==> src/rtl/seg_pkg.sv <==
// rtl/seg_pkg.sv - shared constants and helpers for the seven-segment scan controller
package seg_pkg;

    localparam logic [6:0] SEG_BLANK     = 7'h7F;
    localparam int         SLOT_LOG2_MIN = 5;
    localparam int         SLOT_LOG2_MAX = 24;
    localparam int         NDIGITS_MIN   = 2;
    localparam int         NDIGITS_MAX   = 16;

    // Active-low segment pattern, bit order g..a.
    function automatic logic [6:0] seg_decode(input logic [3:0] nib);
        logic [6:0] pat;
        case (nib)
            4'h0: pat = 7'h40;
            4'h1: pat = 7'h79;
            4'h2: pat = 7'h24;
            4'h3: pat = 7'h30;
            4'h4: pat = 7'h19;
            4'h5: pat = 7'h12;
            4'h6: pat = 7'h02;
            4'h7: pat = 7'h78;
            4'h8: pat = 7'h00;
            4'h9: pat = 7'h10;
            4'hA: pat = 7'h08;
            4'hB: pat = 7'h03;
            4'hC: pat = 7'h46;
            4'hD: pat = 7'h21;
            4'hE: pat = 7'h06;
            default: pat = 7'h0E;
        endcase
        return pat;
    endfunction

    function automatic bit slot_log2_ok(input int v);
        return (v >= SLOT_LOG2_MIN) && (v <= SLOT_LOG2_MAX);
    endfunction

    function automatic bit ndigits_ok(input int v);
        return (v >= NDIGITS_MIN) && (v <= NDIGITS_MAX);
    endfunction

endpackage

==> src/rtl/seg_scan_ctrl_lz_mask.sv <==
// rtl/seg_scan_ctrl_lz_mask.sv - leading-zero suppression mask (combinational)
module seg_lz_mask #(
    parameter int NDIGITS = 8
) (
    input  logic [4*NDIGITS-1:0] nibbles,
    input  logic [NDIGITS-1:0]   blank,
    input  logic                 lz_en,
    output logic [NDIGITS-1:0]   suppress
);

    // A blanked digit counts as zero, so it never stops suppression below it.
    always_comb begin
        logic all_zero_above;
        all_zero_above = 1'b1;
        suppress       = '0;
        for (int i = NDIGITS - 1; i >= 1; i--) begin
            all_zero_above = all_zero_above & (blank[i] | (nibbles[4*i +: 4] == 4'd0));
            suppress[i]    = lz_en & all_zero_above;
        end
    end

endmodule

==> src/rtl/seg_scan_ctrl.sv <==
// rtl/seg_scan_ctrl.sv - multiplexed seven-segment scanner with frame-synchronous double buffering
module seg_scan_ctrl
    import seg_pkg::*;
#(
    parameter int NDIGITS   = 8,
    parameter int SLOT_LOG2 = 18
) (
    input  logic                 clk,
    input  logic                 reset,
    input  logic                 load_valid,
    output logic                 load_ready,
    input  logic [4*NDIGITS-1:0] load_data,
    input  logic [NDIGITS-1:0]   load_dp,
    input  logic [NDIGITS-1:0]   load_blank,
    input  logic                 lz_en,
    input  logic [3:0]           brightness,
    output logic [6:0]           seg,
    output logic                 dp,
    output logic [NDIGITS-1:0]   an,
    output logic                 frame_done
);

    localparam int               IDX_W    = $clog2(NDIGITS);
    localparam logic [IDX_W-1:0] LAST_IDX = IDX_W'(NDIGITS - 1);

    if (!slot_log2_ok(SLOT_LOG2) || !ndigits_ok(NDIGITS)) begin : g_param_check
        $error("seg_scan_ctrl: NDIGITS or SLOT_LOG2 out of range");
    end

    logic [SLOT_LOG2-1:0] slot_cnt_q, slot_cnt_d;
    logic [IDX_W-1:0]     idx_q, idx_d;
    logic                 pending_q, pending_d;
    logic [4*NDIGITS-1:0] stage_data_q, stage_data_d, disp_data_q, disp_data_d;
    logic [NDIGITS-1:0]   stage_dp_q, stage_dp_d, disp_dp_q, disp_dp_d;
    logic [NDIGITS-1:0]   stage_blank_q, stage_blank_d, disp_blank_q, disp_blank_d;
    logic                 frame_done_q, frame_done_d;
    logic [NDIGITS-1:0]   an_q, an_d;
    logic [6:0]           seg_q, seg_d;
    logic                 dp_q, dp_d;

    logic [NDIGITS-1:0]   suppress;
    logic                 slot_wrap, boundary, capture, digit_en;
    logic [3:0]           phase, cur_nib;
    logic                 cur_dp, cur_blank, cur_supp;
    logic [NDIGITS-1:0]   cur_onehot;

    seg_lz_mask #(
        .NDIGITS (NDIGITS)
    ) u_lz_mask (
        .nibbles  (disp_data_q),
        .blank    (disp_blank_q),
        .lz_en    (lz_en),
        .suppress (suppress)
    );

    always_comb begin
        slot_wrap = &slot_cnt_q;
        boundary  = slot_wrap && (idx_q == LAST_IDX);
        capture   = load_valid && !pending_q;

        slot_cnt_d = slot_cnt_q + SLOT_LOG2'(1);
        idx_d      = idx_q;
        if (slot_wrap) begin
            idx_d = (idx_q == LAST_IDX) ? '0 : idx_q + IDX_W'(1);
        end

        stage_data_d  = stage_data_q;
        stage_dp_d    = stage_dp_q;
        stage_blank_d = stage_blank_q;
        if (capture) begin
            stage_data_d  = load_data;
            stage_dp_d    = load_dp;
            stage_blank_d = load_blank;
        end

        // A capture on the boundary edge bypasses staging straight into the display.
        disp_data_d  = disp_data_q;
        disp_dp_d    = disp_dp_q;
        disp_blank_d = disp_blank_q;
        pending_d    = pending_q;
        if (boundary) begin
            if (capture) begin
                disp_data_d  = load_data;
                disp_dp_d    = load_dp;
                disp_blank_d = load_blank;
            end else if (pending_q) begin
                disp_data_d  = stage_data_q;
                disp_dp_d    = stage_dp_q;
                disp_blank_d = stage_blank_q;
            end
            pending_d = 1'b0;
        end else if (capture) begin
            pending_d = 1'b1;
        end

        frame_done_d = boundary;

        cur_nib    = '0;
        cur_dp     = 1'b0;
        cur_blank  = 1'b0;
        cur_supp   = 1'b0;
        cur_onehot = '0;
        for (int i = 0; i < NDIGITS; i++) begin
            if (idx_q == IDX_W'(i)) begin
                cur_nib       = disp_data_q[4*i +: 4];
                cur_dp        = disp_dp_q[i];
                cur_blank     = disp_blank_q[i];
                cur_supp      = suppress[i];
                cur_onehot[i] = 1'b1;
            end
        end

        // Slot cycle 0 is the anti-ghosting dead cycle; phase gates PWM duty.
        phase    = slot_cnt_q[SLOT_LOG2-1 -: 4];
        digit_en = (slot_cnt_q != '0) && (phase <= brightness) && !cur_blank && !cur_supp;

        an_d  = digit_en ? ~cur_onehot : '1;
        seg_d = digit_en ? seg_decode(cur_nib) : SEG_BLANK;
        dp_d  = digit_en ? ~cur_dp : 1'b1;
    end

    always_ff @(posedge clk) begin
        if (reset) begin
            slot_cnt_q    <= '0;
            idx_q         <= '0;
            pending_q     <= 1'b0;
            stage_data_q  <= '0;
            stage_dp_q    <= '0;
            stage_blank_q <= '0;
            disp_data_q   <= '0;
            disp_dp_q     <= '0;
            disp_blank_q  <= '0;
            frame_done_q  <= 1'b0;
            an_q          <= '1;
            seg_q         <= SEG_BLANK;
            dp_q          <= 1'b1;
        end else begin
            slot_cnt_q    <= slot_cnt_d;
            idx_q         <= idx_d;
            pending_q     <= pending_d;
            stage_data_q  <= stage_data_d;
            stage_dp_q    <= stage_dp_d;
            stage_blank_q <= stage_blank_d;
            disp_data_q   <= disp_data_d;
            disp_dp_q     <= disp_dp_d;
            disp_blank_q  <= disp_blank_d;
            frame_done_q  <= frame_done_d;
            an_q          <= an_d;
            seg_q         <= seg_d;
            dp_q          <= dp_d;
        end
    end

    assign load_ready = ~pending_q;
    assign frame_done = frame_done_q;
    assign an         = an_q;
    assign seg        = seg_q;
    assign dp         = dp_q;

endmodule

==> config.mk <==
export PLATFORM = sky130hd
export DESIGN_NAME = seg_scan_ctrl
export DESIGN_NICKNAME = d
export VERILOG_FILES = /design/src/rtl/seg_pkg.sv /design/src/rtl/seg_scan_ctrl_lz_mask.sv /design/src/rtl/seg_scan_ctrl.sv
export SDC_FILE = /design/constraint.sdc
export NUM_CORES = 1
export LEC_CHECK = 0
export CORE_ASPECT_RATIO = 1.1
export CORE_UTILIZATION = 57
export CTS_BUF_LIST = sky130_fd_sc_hd__clkbuf_8
export CTS_CLUSTER_DIAMETER = 60
export DETAILED_ROUTE_END_ITERATION = 16
export PLACE_DENSITY_LB_ADDON = 0.05
export SETUP_SLACK_MARGIN = 0.05
export SLEW_MARGIN = 20
export SYNTH_ARGS = -nofsm -noshare
export SYNTH_HDL_FRONTEND = slang
export SYNTH_SLANG_ARGS = --single-unit
==> constraint.sdc <==
create_clock -name clk -period 3.8 [get_ports clk]
set_input_delay 0.38 -clock clk [delete_from_list [all_inputs] [get_ports clk]]
set_output_delay 0.38 -clock clk [all_outputs]
set_load 0.05 [all_outputs]
### After elaboration in Yosys (flattened, before gate mapping)

Memories as Yosys holds them, arrays and structs flattened. A register that Yosys moved wholly into a read port is not among the register bits.
Index checks and enable logic that the tools add are counted.

| word-level totals | value |
|---|---|
| input bits | 56 |
| output and inout port bits | 18 |
| ROM bits | 112 |
| memories | 1 |
| logic and storage cells | 115 |
| register bits after elaboration | 128 |

Memories:

| name | depth | bits a word | rd ports | clocked after memory_dff | wr ports | line | source |
|---|---|---|---|---|---|---|---|
| (name not given) | 16 | 7 | 1 | 1 | 0 | seg_pkg.sv:13 | `case (nib)` |

| operators by class | value |
|---|---|
| bitwise operators | 24 |
| $add $sub $neg | 2 |
| eq/ne operators | 7 |
| multiplexer cells | 46 |
| $lt $le $gt $ge | 1 |
| reductions and logical operators | 22 |

Operator list:

| kind | number |
|---|---|
| 32-bit two-way mux | 2 |
| 4-bit two-way mux | 8 |
| 8-bit two-way mux | 4 |
| 1-bit two-way mux | 31 |
| 4-bit logical NOT | 7 |
| 18-bit by 1-bit adder with 18-bit output (second input constant) | 1 |
| 18-bit AND reduction | 1 |
| 18-bit nonzero test | 1 |
| 1-bit bitwise AND | 13 |
| 3-bit == test (second input constant) | 4 |
| 8-bit inverter | 1 |
| 1-bit OR | 7 |
| 3-bit by 2-bit == test with 1-bit output (second input constant) | 2 |
| 1-bit logical AND | 5 |
| 4-bit less-or-equal comparator | 1 |
| 2-bit OR reduction | 2 |
| 3-bit by 1-bit adder with 3-bit output (second input constant) | 1 |
| 3-bit by 1-bit == test with 1-bit output (second input constant) | 1 |
| 1-bit logical NOT | 3 |
| 3-bit logical NOT | 1 |
| 3-bit two-way mux | 1 |
| 1-bit inverter | 3 |
| 2-bit AND reduction | 1 |
| 2-bit nonzero test | 1 |

### Longest topological paths before layout

Gate-level depths: netlist of run 1.

| depth | value |
|---|---|
| depth in word-level cells | 20 |
| mapped depth | 14 |
| mapped depth without buffers | 12 |

### Modules after synthesis

From an unflattened synthesis of run 1, not the netlist that was laid out.

| second synthesis, totals | value |
|---|---|
| cells, all modules | 689 |
| area, all modules | 6080.8 sq um |

Modules (own cells, without submodules):

| module | area each (sq um) | cells each | instances | seq. area each (sq um) |
|---|---|---|---|---|
| seg_scan_ctrl | 5938.2 | 666 | 1 | 2702.6 |
| seg_lz_mask | 142.6 | 23 | 1 | 0.0 |

### Worst setup path before layout of run 1

Ideal clock, no wire load.

| path | value |
|---|---|
| kind | register to register |
| start | register idx_q[2] |
| end | register seg_q[3], in the netlist seg[3] |
| arrival time | 2.775 ns |
| buffers on the path | 2 |
| stages on the path, launching flop included | 12 |
| slack | 0.877 ns |
| clock period less this slack | 2.923 ns |
| library setup time | 0.147 ns |
| data required time | 3.653 ns |
| path through | dfxtp_1 > buf_2 > clkinv_1 > ha_1 > clkbuf_1 > o311ai_0 > a211oi_1 > nor3_1 > inv_1 > ha_1 > nor3_1 > o311ai_0 |

| between the ends | value |
|---|---|
| cells in the longest elaborated chain, start to end | 14 |
| elaborated cells between the ends (all ways) | 37 |
| those cells by class | eq/ne (7); mux (23); bitwise (1); reduce/logical (6) |

Ends and longest elaborated chain:

| element | line | source |
|---|---|---|
| from (decl) | seg_scan_ctrl.sv:31 | `logic [IDX_W-1:0] idx_q, idx_d;` |
| from (signal assigned) | seg_scan_ctrl.sv:139 | `idx_q <= idx_d;` |
| 3-bit logical NOT | seg_scan_ctrl.sv:104 | `if (idx_q == IDX_W'(i)) begin` |
| 1-bit two-way mux (8 in series) | seg_scan_ctrl.sv:104 |  |
| 1-bit logical NOT | seg_scan_ctrl.sv:115 | `digit_en = (slot_cnt_q != '0) && (phase <= brightness) && !cur_blank && !cur_supp;` |
| 1-bit logical AND (2 in series) | seg_scan_ctrl.sv:115 |  |
| 1-bit inverter (no line) | -- |  |
| 2-bit OR reduction (no line) | -- |  |
| to (decl) | seg_scan_ctrl.sv:38 | `logic [6:0] seg_q, seg_d;` |

Several ways; a longest one is shown, not always the timed one.
A chain may end at the register's enable or synchronous reset.

### Worst setup path after layout of run 1

| path | value |
|---|---|
| start | register idx_q[0] |
| end | register seg_q[3], in the netlist seg[3] |

The elaborated chain is that of the path after synthesis.

==> impl_metrics.json, run 1 <==
{
  "outcome": "finished, final reports clean",
  "setup_violations": 0,
  "drv_cap": 0,
  "final_common_cell": "nand2_1",
  "num_vias": 5086,
  "netlist_area_mm2": 0.00589,
  "ys.warnings.count": 0,
  "cts_tree": "yes",
  "peakVddDrop_mv": 0.263,
  "syn2layout_area_growth_pct": 20.4,
  "hp-class": "register to register",
  "crit_family": "compound AO/OA/AOI/OAI gates",
  "globalRouteOverflowTotal": 0,
  "startpoint_type": "register",
  "cp-end-kind": "register",
  "die_w_um": 99.0,
  "syn_nets": 806,
  "worstHoldEndpoint": "stage_data_q[28]",
  "final.setup.tns_ns": 0,
  "pre_cts_ws_ns": 0.425,
  "fmax_mhz": 312,
  "fin_skew_ns": 0.00804,
  "ys_ff_latch": 135,
  "ios": 74,
  "r2r_start": "idx_q[0]",
  "yosysSeqAreaShare_pct": 45.9,
  "cts_hold_buf": 0,
  "finalCritPeriodShare_pct": 84.4,
  "port_buffers": 73,
  "core_mm2": 0.00994,
  "worst_slew_pin_slew_ns": 1.09,
  "start_util_pct": 59.3,
  "cts_setup_buffers": 0,
  "rr_endpoint": "seg[3]",
  "dieArea_mm2": 0.0108,
  "worst_slack_ns": 0.593,
  "cts_resized": 0,
  "clk_pin_slew_ns": 0.08,
  "routed_wl_um": 13400,
  "dp_cells": 885,
  "finalPower_mw": 3.10,
  "track_usage_pct": 26.1,
  "gp_congestion": 0.841,
  "rrSetupSlack_ns": 0.59,
  "cts_inserted_buffers": 17,
  "drt_iter0_drc": 242,
  "cp_num_cells": 9,
  "cts_sinks": 135,
  "relSlewSlack_pct": 27.6,
  "final_nets": 858,
  "synth_ff_type": "dfxtp_1",
  "crit_chain": "inv_1 -> ha_1 -> nor2b_1 -> o31ai_1 -> a31oi_1 -> nor3_1 -> or4_1 -> a31oi_2 -> o311ai_0",
  "p_per_area_mw_per_mm2": 437,
  "synthArstFlopShare_pct": 0,
  "antenna_cells": 0,
  "drc_errors": 0,
  "critPathKind": "register to register",
  "ys_types": 51,
  "cts.htree.levels": 4,
  "clk-insertion-delay-late_ns": 0.44,
  "syn_inst": 732,
  "die_y_um": 109,
  "crit_arrival_ns": 3.46,
  "rsz0062_at_grt": "false",
  "antenna_found_initial": 0,
  "cts_buffer_depth": 2,
  "fin_cells": 917,
  "first_global_vias": 4777,
  "cpPeakStageDelay_ns": 0.65,
  "ant_nets": 0,
  "power_leakage_nw": 2.62,
  "slowest_stage": "a31oi_2",
  "hold_violations": 0,
  "final_cell_mix": "nand2_1 (170), dfxtp_1 (134), clkdlybuf4s50_1 (72), a21oi_1 (66), o21ai_0 (54)",
  "cts_root_buf": "clkbuf_8",
  "maxSlewViolCount": 0,
  "path_buf_inv": 1,
  "rr_worst_depth": 9,
  "synth_edf_count": 0,
  "drive_gt1_share_pct": 6.02,
  "grt_pass1_wl_um": 22100,
  "hold_depth": 2,
  "hp-start": "stage_data_q[28]",
  "rows": 38,
  "min_period_ns": 3.21,
  "vias_per_cell": 5.55,
  "grt_max_degree": 120,
  "critPathRequiredTime_ns": 4.05,
  "wl_per_cell_um": 14.6,
  "critPathMaxFanout": 19,
  "dr.pass1.iters": 5,
  "syn_area_per_cell_um2": 8.05,
  "hpwl_um": 9080
}
[flip-flops by register name, indices dropped and copies added (netlist names)]
register,flops
disp_blank_q,8
pending_q,1
frame_done,1
idx_q,3
slot_cnt_q,18
stage_dp_q,8
stage_blank_q,8
dp,1
disp_dp_q,8
disp_data_q,32
seg,7
an,8
stage_data_q,32
[synthesized netlist by cell type (2+ instances only)]
cell type | number | area share [%]
a31oi_1 | 5 | 0.53
inv_1 | 21 | 1.3
o211ai_1 | 3 | 0.38
nor2b_1 | 9 | 0.96
nor3_1 | 8 | 0.68
nand2b_1 | 45 | 4.8
o21a_1 | 2 | 0.25
clkbuf_1 | 33 | 2.1
buf_1 | 4 | 0.25
dfxtp_1 | 135 | 46
o41ai_1 | 3 | 0.45
nor3b_1 | 3 | 0.38
o31ai_1 | 6 | 0.76
buf_2 | 7 | 0.59
nand3b_1 | 4 | 0.51
o21ai_0 | 54 | 4.6
or4_1 | 2 | 0.25
and2_1 | 3 | 0.32
o311ai_0 | 2 | 0.30
a21o_1 | 3 | 0.38
a221oi_1 | 3 | 0.45
a22oi_1 | 3 | 0.38
buf_6 | 5 | 0.96
nor2_1 | 38 | 2.4
or3_1 | 3 | 0.32
nand2_1 | 170 | 11
and3_1 | 2 | 0.21
o21ai_1 | 4 | 0.34
o221ai_1 | 6 | 0.89
xor2_1 | 11 | 1.6
xnor2_1 | 5 | 0.74
nand4_1 | 3 | 0.32
ha_1 | 18 | 3.8
and4_1 | 4 | 0.59
a21oi_1 | 66 | 5.6
nor4_1 | 7 | 0.74
mux2i_1 | 3 | 0.51
nand3_1 | 16 | 1.4
[stage by stage]
step / cell area [um2] / util, % / hold slack [ns]
CTS: 7100 / 71.4 / 0.462
finish: 7100 / 71.4 / 0.460
global placement: 6610 / 66.6 / 0.436
floorplan: 5890 / - / 0.426
global route: 7100 / 71.4 / 0.474
detailed placement: 6610 / 66.6 / 0.452
[worst min-delay path, stage by stage (launching register included)]
cell	delay (ns)
dfxtp_1	0.30
nand2_1	0.04
a21oi_1	0.06
[final cells by class]
| type | instances | area (um2) |
|---|---|---|
| Clock buffer | 21 | 289 |
| Clock inverter | 11 | 194 |
| Fill cell | 817 | 2840 |
| Inverter | 22 | 82.6 |
| Multi-Input combinational cell | 525 | 2880 |
| Sequential cell | 135 | 2700 |
| Tap cell | 120 | 150 |
| Timing Repair Buffer | 83 | 801 |
[worst max path at each step]
stage | startpoint | endpoint | slack [ns]
2_1_floorplan | idx_q[2] | seg[3] | 0.88
3_3_place_gp | idx_q[2] | seg[3] | 0.55
3_5_place_dp | idx_q[2] | seg[3] | 0.43
4_1_cts | idx_q[2] | seg[3] | 0.40
5_1_grt | idx_q[2] | seg[3] | 0.39
6_report | idx_q[0] | seg[3] | 0.59
[cell families after synthesis]
logic type / count (synthesis) / synth area share [%]
fa+ha+maj: 18 / 3.82
mux: 3 / 0.510
simple gates: 320 / 25.4
flops: 135 / 45.9
buf+inv: 72 / 5.44
compound gates: 168 / 16.6
xor+xnor: 16 / 2.38
[power by group]
part / switching, mW / total (mW) / internal [mW]
registers: 0.0132 / 1.47 / 1.45
clock network: 0.558 / 1.41 / 0.853
logic: 0.122 / 0.225 / 0.103
total: 0.694 / 3.10 / 2.41
[layer usage]
layer | track usage (%) | wire, um
met1 | 31.4 | 6050
met2 | 44.3 | 6540
met3 | 5.45 | 511
met4 | 13.5 | 284
met5 | 0 | 0
Note: power is estimated with default switching activity, not from simulation.
==> inputs of run 2 (changes only) <==
--- a/config.mk
+++ b/config.mk
@@ -6,7 +6,7 @@
 export NUM_CORES = 1
 export LEC_CHECK = 0
 export CORE_ASPECT_RATIO = 1.1
-export CORE_UTILIZATION = 57
+export CORE_UTILIZATION = 52
 export CTS_BUF_LIST = sky130_fd_sc_hd__clkbuf_8
 export CTS_CLUSTER_DIAMETER = 60
 export DETAILED_ROUTE_END_ITERATION = 16
==> constraint.sdc (replaced) <==
create_clock -name clk -period 2.9 [get_ports clk]
set_input_delay 0.29 -clock clk [delete_from_list [all_inputs] [get_ports clk]]
set_output_delay 0.29 -clock clk [all_outputs]
set_load 0.05 [all_outputs]
==> run 2 against run 1 <==
Compared with the run above: design area rose by 1.6%; first-iteration DRC count rose by 34%; largest power group unchanged; critical endpoint unchanged; non-clock buffer count rose by 9; largest cell class unchanged; clock skew rose by 0.0031 ns; critical path type unchanged; via count fell by 0.16%; clock power rose by 27%.
==> impl_metrics.json, run 2 (synthesized netlist as in run 1, its figures left out) <==
{
  "critPathRequiredTime_ns": 3.18,
  "hold_violations": 0,
  "pre_cts_ws_ns": 0.0768,
  "final.setup.tns_ns": 0,
  "rows": 40,
  "met1_usage_pct": 29.8,
  "startpoint_type": "register",
  "syn2layout_area_growth_pct": 22.4,
  "dp_cells": 919,
  "maxSlewViolCount": 0,
  "hold_depth": 6,
  "hp-class": "input port to register",
  "final_common_cell": "nand2_1",
  "fillers": 945,
  "crit_chain": "ha_1 -> ha_2 -> nor2_1 -> o21ai_0 -> a22oi_1 -> o21ai_0 -> o211ai_1 -> inv_2 -> ha_1 -> nand2_1 -> o211ai_1 -> o311ai_0",
  "drv_cap": 0,
  "clk-insertion-delay-late_ns": 0.43,
  "port_buffers": 73,
  "cts_root_buf": "clkbuf_8",
  "core_mm2": 0.0110,
  "worst_slew_pin_slew_ns": 0.565,
  "fmax_mhz": 365,
  "outcome": "finished, final reports clean",
  "min_period_ns": 2.74,
  "rr_endpoint": "seg[3]",
  "setup_violations": 0,
  "peakVddDrop_mv": 0.317,
  "clk_pin_slew_ns": 0.08,
  "multi_input_area_mm2": 0.00290,
  "worst_slack_ns": 0.163,
  "critPathMaxFanout": 10,
  "hpwl_um": 9290,
  "dr.pass1.iters": 5,
  "cts_sinks": 135,
  "r2r_start": "idx_q[0]",
  "drc_errors": 0,
  "grt_pass1_wl_um": 23000,
  "antenna_cells": 0,
  "hp-start": "reset",
  "cts_inserted_buffers": 17,
  "track_usage_pct": 24.1,
  "path_buf_inv": 1,
  "wl_per_cell_um": 14.3,
  "vias_per_cell": 5.33,
  "rsz0062_at_grt": "true",
  "ant_nets": 0,
  "grt_max_degree": 97,
  "use_met3_pct": 4.80,
  "crit_arrival_ns": 3.02,
  "start_util_pct": 53.8,
  "cp_num_cells": 12,
  "power_leakage_nw": 2.66,
  "fin_skew_ns": 0.0111,
  "largest_registers": "disp_data_q (32), stage_data_q (32), slot_cnt_q (18)",
  "cts_hold_buf": 0,
  "die_y_um": 114,
  "drive_gt1_share_pct": 7.69,
  "die_w_um": 104,
  "fin_cells": 953,
  "ios": 74,
  "cts_buffer_depth": 2,
  "relSlewSlack_pct": 61.8,
  "final_cell_mix": "nand2_1 (170), dfxtp_1 (134), clkdlybuf4s50_1 (72), a21oi_1 (66), o21ai_0 (54)",
  "crit_family": "compound AO/OA/AOI/OAI gates",
  "num_vias": 5078,
  "cts.htree.levels": 4,
  "final_nets": 867,
  "antenna_found_initial": 0,
  "rr_worst_depth": 12,
  "routed_wl_um": 13600,
  "dieArea_mm2": 0.0118,
  "critPathKind": "register to register",
  "finalCritPeriodShare_pct": 94.4,
  "cts_tree": "yes",
  "grt.met2_usage_pct": 41.6,
  "gp_congestion": 0.939,
  "p_per_area_mw_per_mm2": 556,
  "regArea_mm2": 0.00270,
  "drt_iter0_drc": 324,
  "globalRouteOverflowTotal": 0,
  "slowest_stage": "dfxtp_1",
  "cp-end-kind": "register",
  "worstHoldEndpoint": "an[7]",
  "first_global_vias": 4879,
  "rrSetupSlack_ns": 0.16,
  "top_usage_layer": "met2",
  "cpPeakStageDelay_ns": 0.35
}
run 2: changes by cell type in the layout (fill, tap and decap cells not counted), sizes merged:
| cell | change |
|---|---|
| buf | +9 |
| clkbuf | -2 |
| inv | +2 |
| clkinv | -1 |
| clkinvlp | +1 |
run 2: where the power goes:
| part | leakage (nW) | switching [mW] | internal, mW |
|---|---|---|---|
| Sequential | 1.10 | 0.0161 | 1.91 |
| Combinational | 1.32 | 0.162 | 0.140 |
| Clock | 0.234 | 0.721 | 1.07 |
| Total | 2.66 | 0.900 | 3.11 |
run 2: worst max path at each step:
stage	from	endpoint	slack [ns]
2_1_floorplan	idx_q[2]	seg[3]	0.15
3_3_place_gp	brightness[1]	seg[3]	0.25
3_5_place_dp	idx_q[0]	seg[3]	0.08
4_1_cts	idx_q[1]	seg[0]	0.07
5_1_grt	idx_q[0]	seg[3]	0.04
6_report	idx_q[0]	seg[3]	0.16
run 2: metrics by stage:
step	util [%]	hold WS, ns	area, um2	total power, mW
after floorplan	-	0.426	5900	2.13
after global placement	61.3	0.436	6720	2.26
after detailed placement	61.3	0.452	6720	2.27
after CTS	65.6	0.375	7190	4.04
after global routing	65.8	0.403	7210	4.18
final	65.8	0.383	7210	4.01
run 2: area by class of cell:
| cell class | count | area share, % |
|---|---|---|
| flip-flops and latches | 135 | 37.5 |
| repair buffers | 92 | 12.2 |
| multi-input cells | 525 | 40.2 |
| clock inverters | 13 | 2.83 |
| well taps | 147 | 2.55 |
| inverters | 22 | 1.14 |
| clock buffers | 19 | 3.62 |
run 2: worst register-to-register path, cell delays in order (launching register included):
cell,delay [ns]
dfxtp_1,0.35
ha_1,0.23
ha_2,0.25
nor2_1,0.19
o21ai_0,0.14
a22oi_1,0.19
o21ai_0,0.13
o211ai_1,0.27
inv_2,0.13
ha_1,0.31
nand2_1,0.07
o211ai_1,0.13
o311ai_0,0.20
run 2: per-layer routing:
metal | part of all wire (%) | routed length, um
met2 | 49 | 6710
met1 | 45 | 6160
met5 | 0 | 0
met3 | 3.8 | 516
met4 | 1.8 | 250
run 2: repair_timing:
action / in CTS / in global routing
buffers inserted: 1 / 1
pin swaps: 1 / 2
gates resized for setup: 0 / 8
endpoints found under the setup margin: 1 / 4
